**src/rtl/fetch_queue.sv**
```systemverilog
// rtl/fetch_queue.sv - instruction-fetch front end: owns the fetch PC, issues
// valid/ack memory requests and buffers {pc, inst} pairs in a FIFO for decode.
module fetch_queue #(
  parameter int unsigned     XLEN     = 32,
  parameter int unsigned     DEPTH    = 4,
  parameter logic [XLEN-1:0] RESET_PC = '0
) (
  input  logic                    i_clk,
  input  logic                    i_reset,
  output logic                    o_imem_req,
  output logic [XLEN-1:0]         o_imem_addr,
  input  logic                    i_imem_ack,
  input  logic [XLEN-1:0]         i_imem_rdata,
  input  logic                    i_redirect_vld,
  input  logic [XLEN-1:0]         i_redirect_pc,
  output logic                    o_inst_vld,
  output logic [XLEN-1:0]         o_inst,
  output logic [XLEN-1:0]         o_inst_pc,
  input  logic                    i_inst_rdy,
  output logic [$clog2(DEPTH):0]  o_count,
  output logic                    o_full,
  output logic                    o_empty
);

  localparam int unsigned PW = $clog2(DEPTH);
  localparam int unsigned CW = PW + 1;

  logic [XLEN-1:0] fetch_pc_q, fetch_pc_d;
  logic [PW-1:0]   wptr_q, wptr_d;
  logic [PW-1:0]   rptr_q, rptr_d;
  logic [CW-1:0]   count_q, count_d;

  logic [XLEN-1:0] inst_mem [DEPTH];
  logic [XLEN-1:0] pc_mem   [DEPTH];

  logic push;
  logic pop;

  assign o_imem_req  = !i_reset && !i_redirect_vld && (count_q < CW'(DEPTH));
  assign o_imem_addr = fetch_pc_q;
  assign push        = o_imem_req && i_imem_ack;
  assign o_inst_vld  = (count_q != '0) && !i_redirect_vld;
  assign pop         = o_inst_vld && i_inst_rdy;

  // Head reads zero when empty so reset and post-redirect outputs are clean.
  assign o_inst    = (count_q != '0) ? inst_mem[rptr_q] : '0;
  assign o_inst_pc = (count_q != '0) ? pc_mem[rptr_q]   : '0;
  assign o_count   = count_q;
  assign o_full    = (count_q == CW'(DEPTH));
  assign o_empty   = (count_q == '0);

  always_comb begin
    fetch_pc_d = fetch_pc_q;
    wptr_d     = wptr_q;
    rptr_d     = rptr_q;
    count_d    = count_q;
    if (i_redirect_vld) begin
      fetch_pc_d = i_redirect_pc & ~XLEN'(3);
      wptr_d     = '0;
      rptr_d     = '0;
      count_d    = '0;
    end else begin
      if (push) begin
        fetch_pc_d = fetch_pc_q + XLEN'(4);
        wptr_d     = (wptr_q == PW'(DEPTH - 1)) ? '0 : wptr_q + PW'(1);
      end
      if (pop) begin
        rptr_d = (rptr_q == PW'(DEPTH - 1)) ? '0 : rptr_q + PW'(1);
      end
      case ({push, pop})
        2'b10:   count_d = count_q + CW'(1);
        2'b01:   count_d = count_q - CW'(1);
        default: count_d = count_q;
      endcase
    end
  end

  always_ff @(posedge i_clk or posedge i_reset) begin
    if (i_reset) begin
      fetch_pc_q <= RESET_PC;
      wptr_q     <= '0;
      rptr_q     <= '0;
      count_q    <= '0;
    end else begin
      fetch_pc_q <= fetch_pc_d;
      wptr_q     <= wptr_d;
      rptr_q     <= rptr_d;
      count_q    <= count_d;
    end
  end

  always_ff @(posedge i_clk) begin
    if (push) begin
      inst_mem[wptr_q] <= i_imem_rdata;
      pc_mem[wptr_q]   <= fetch_pc_q;
    end
  end

endmodule

```
**config.mk**
```make
export PLATFORM = sky130hd
export DESIGN_NAME = fetch_queue
export DESIGN_NICKNAME = d
export VERILOG_FILES = /design/src/rtl/fetch_queue.sv
export SDC_FILE = /design/constraint.sdc
export NUM_CORES = 1
export LEC_CHECK = 0
export CAP_MARGIN = 20
export CORE_ASPECT_RATIO = 1.4
export CORE_UTILIZATION = 45
export CTS_CLUSTER_DIAMETER = 200
export DETAILED_ROUTE_END_ITERATION = 10
export GPL_TIMING_DRIVEN = 0
export PLACE_DENSITY_LB_ADDON = 0.25
export SLEW_MARGIN = 10
export SYNTH_ARGS = -nofsm -noshare
export SYNTH_HDL_FRONTEND = slang
export SYNTH_SLANG_ARGS = --single-unit
```
**constraint.sdc**
```tcl
create_clock -name i_clk -period 7.8 [get_ports i_clk]
set_input_delay 1.56 -clock i_clk [delete_from_list [all_inputs] [get_ports i_clk]]
set_output_delay 1.56 -clock i_clk [all_outputs]
set_load 0.05 [all_outputs]
```
==> impl_metrics.env <==
export IMPL_fin_crit_sh=0.682
export IMPL_hold_depth=2
export IMPL_status="finished, final reports clean"
export IMPL_avgSynthCellArea_sq_um=17.7
export IMPL_fp_row_count=69
export IMPL_cts_buffer_depth=3
export IMPL_core_area_sq_um=25400
export IMPL_max_freq_ghz=0.188
export IMPL_vias_per_cell=5.48
export IMPL_die_area_sq_um=26400
export IMPL_clkLatencyLatePin_ns=0.53
export IMPL_setup_slack_ns=2.48
export IMPL_antenna_cells=0
export IMPL_place_inst=1149
export IMPL_cap_viol_max_count=0
export IMPL_synth_xor_area_share=0.00680
export IMPL_rsz0062_at_grt="no"
export IMPL_finalPower_mw=4.59
export IMPL_routedWlPerCell_um=20.6
export IMPL_hold_viol=0
export IMPL_arrival_ns=3.76
export IMPL_layout_cells_non_filler=1200
export IMPL_fin_nets=936
export IMPL_synth_simple_gate_area_frac=0.0905
export IMPL_track_usage=0.192
export IMPL_drt_total_wl_mm=24.7
export IMPL_cts_resized=0
export IMPL_powerDensity_nw_per_um2=312
export IMPL_synth_mux_area_frac=0.124
export IMPL_cellLeakagePower_nw=4.73
export IMPL_worstMarginPinSlew_ns=0.923
export IMPL_setup_worst_path_start_class="input port"
export IMPL_place_congestion=0.838
export IMPL_maxSlewHeadroom=0.385
export IMPL_synth_compound_area_frac=0.0295
export IMPL_grt_pass1_vias=6681
export IMPL_synthCells=656
export IMPL_multi_input_area_sq_um=3040
export IMPL_fin_tns_setup_ns=0
export IMPL_skew_ns=0.0122
export IMPL_cts_tree="yes"
export IMPL_synth_top_family_by_area="multiplexers"
export IMPL_hold_start="wptr_q[1]"
export IMPL_worstSetupPathType="input port to output port"
export IMPL_start_util=0.457
export IMPL_syn_to_final_growth_pct=26.9
export IMPL_ir_drop_v=0.000190
export IMPL_synth_top_area_cell="edfxtp_1"
export IMPL_drc=0
export IMPL_vias=6581
export IMPL_io_pins=172
export IMPL_drt_iter0_markers=421
export IMPL_clock_sinks=285
export IMPL_io_buffers=165
export IMPL_htreeDepth=1
export IMPL_drv_slew=0
export IMPL_cts_hold_fix_buffers=0
export IMPL_min_period_ns=5.32
export IMPL_cts_setup_buffers=0
export IMPL_setup_violations_final=0
export IMPL_cp_required_ns=6.24
export IMPL_timing_rr_start="o_count[2]"
export IMPL_worstSetupEndpointType="output port"
export IMPL_ys_types=39
export IMPL_overflow=0
export IMPL_grt_pass1_wl_mm=37.6
export IMPL_crit_path_max_fanout=10
export IMPL_r2r_worst_path_cells=5
export IMPL_die_w_um=138
export IMPL_dp_hpwl_mm=16.1
export IMPL_regArea_sq_um=8370
export IMPL_drive_gt1_frac=0.142
export IMPL_min_path_type="flop to flop"
export IMPL_synth_area_leaders="edfxtp_1 (64%), mux4_2 (12%), dfrtp_1 (8.0%)"
export IMPL_fp_dieH_um=192
export IMPL_final_cell_mix="edfxtp_1 (248), clkdlybuf4s50_1 (165), mux4_2 (62), nor2b_1 (62), dfrtp_1 (37)"
export IMPL_syn_area_sq_um=11600
export IMPL_root_buffer="clkbuf_16"
export IMPL_drtAntennaViolNets=0
export IMPL_grt_antenna_before_repair=0
export IMPL_synth_top_cell_area_share=0.642
export IMPL_place_ws_ns=2.47
export IMPL_first_pass_iters=5
export IMPL_ys_seq_elements=285
export IMPL_holdPathEnd="wptr_q[1]"
export IMPL_cts_clk_slew_worst_paths_ns=0.06
export IMPL_synthAdderAreaFrac=0.00820
export IMPL_r2r_setup_slack_ns=4.99
export IMPL_layout_commonest_cell="edfxtp_1"
export IMPL_cts_buffers=27
export IMPL_reg2reg_to="inst_mem[3][10]"
export IMPL_yosysWarnings=0
export IMPL_ys_seq_area_frac=0.722
export IMPL_nFillCells=1957
export IMPL_grt_max_degree=41
[sequential cells by signal, indices dropped and copies added (netlist names)]
| register | cells |
|---|---|
| o_count | 3 |
| pc_mem | 120 |
| inst_mem | 128 |
| wptr_q | 2 |
| rptr_q | 2 |
| o_imem_addr | 30 |
[stage by stage]
step | instance area, sq um | hold WS [ns] | utilization
2_1_floorplan | 11600 | 0.543 | -
4_1_cts | 14700 | 0.599 | 0.579
3_3_place_gp | 13700 | 0.572 | 0.538
5_1_grt | 14700 | 0.635 | 0.579
6_report | 14700 | 0.608 | 0.579
3_5_place_dp | 13800 | 0.569 | 0.544
[layer usage]
metal	routed length (um)	GRT usage	share of wire
met1	9710	0.238	0.39
met2	13100	0.344	0.53
met3	1440	0.0301	0.058
met4	450	0.0524	0.018
met5	0	0	0
[synthesized netlist by cell type]
library cell / instances
edfxtp_1: 248
mux4_2: 62
nor2b_1: 62
dfrtp_1: 37
nand2_1: 28
clkbuf_1: 27
nor2_1: 23
a31oi_1: 16
or4_1: 16
nand3_1: 14
o21ai_0: 13
o31ai_1: 13
inv_1: 8
nor3_1: 8
and3_1: 7
buf_1: 7
a21oi_1: 6
ha_1: 6
nand4_1: 6
xnor2_1: 6
and4_1: 5
buf_4: 4
mux2i_1: 4
nor4_1: 4
o211ai_1: 4
or3_1: 4
xor2_1: 3
and2_1: 2
buf_6: 2
nor3b_1: 2
a211o_1: 1
a311o_1: 1
buf_2: 1
conb_1: 1
fa_1: 1
nand4b_1: 1
nor4b_1: 1
or3b_1: 1
or4_4: 1
[report_power, final]
part           internal (mW)  total (mW)  switching (mW)
combinational          0.533        1.49           0.956
sequential              1.71        1.77          0.0554
clock                  0.786        1.33           0.545
total                   3.03        4.59            1.56
[layout make-up]
type                       instances  share of cell area
sequential                       285               0.569
multi-input combinational        325               0.207
timing repair buffer             172               0.120
clock buffer                      36              0.0489
tap                              319              0.0271
clock inverter                    14              0.0128
buffer                            41              0.0126
inverter                           8             0.00204
[worst max-delay path, cell delays in order]
cell and delay [ns]:
clkdlybuf4s50_1 0.55, clkbuf_1 0.38, clkbuf_1 0.44, nor2_1 0.10, clkdlybuf4s50_1 0.72
[worst max path at each step]
stage | start | to | slack [ns] | cells after the start
after floorplan | i_redirect_vld | o_imem_req | 3.20 | 3
after global placement | i_reset | inst_mem[1][9] | 1.51 | 4
after detailed placement | i_redirect_vld | o_inst_vld | 2.47 | 5
after CTS | rptr_q[0] | o_inst[30] | 2.40 | 5
after global routing | rptr_q[0] | o_inst[30] | 2.21 | 5
final | i_redirect_vld | o_inst_vld | 2.48 | 5
[cells by family after synthesis]
group | count (synthesis)
fa+ha+maj | 7
mux | 66
flops | 285
simple gates | 185
other cells | 1
compound gates | 54
xor+xnor | 9
buf+inv | 49
Power figures use the tool's default switching activity.
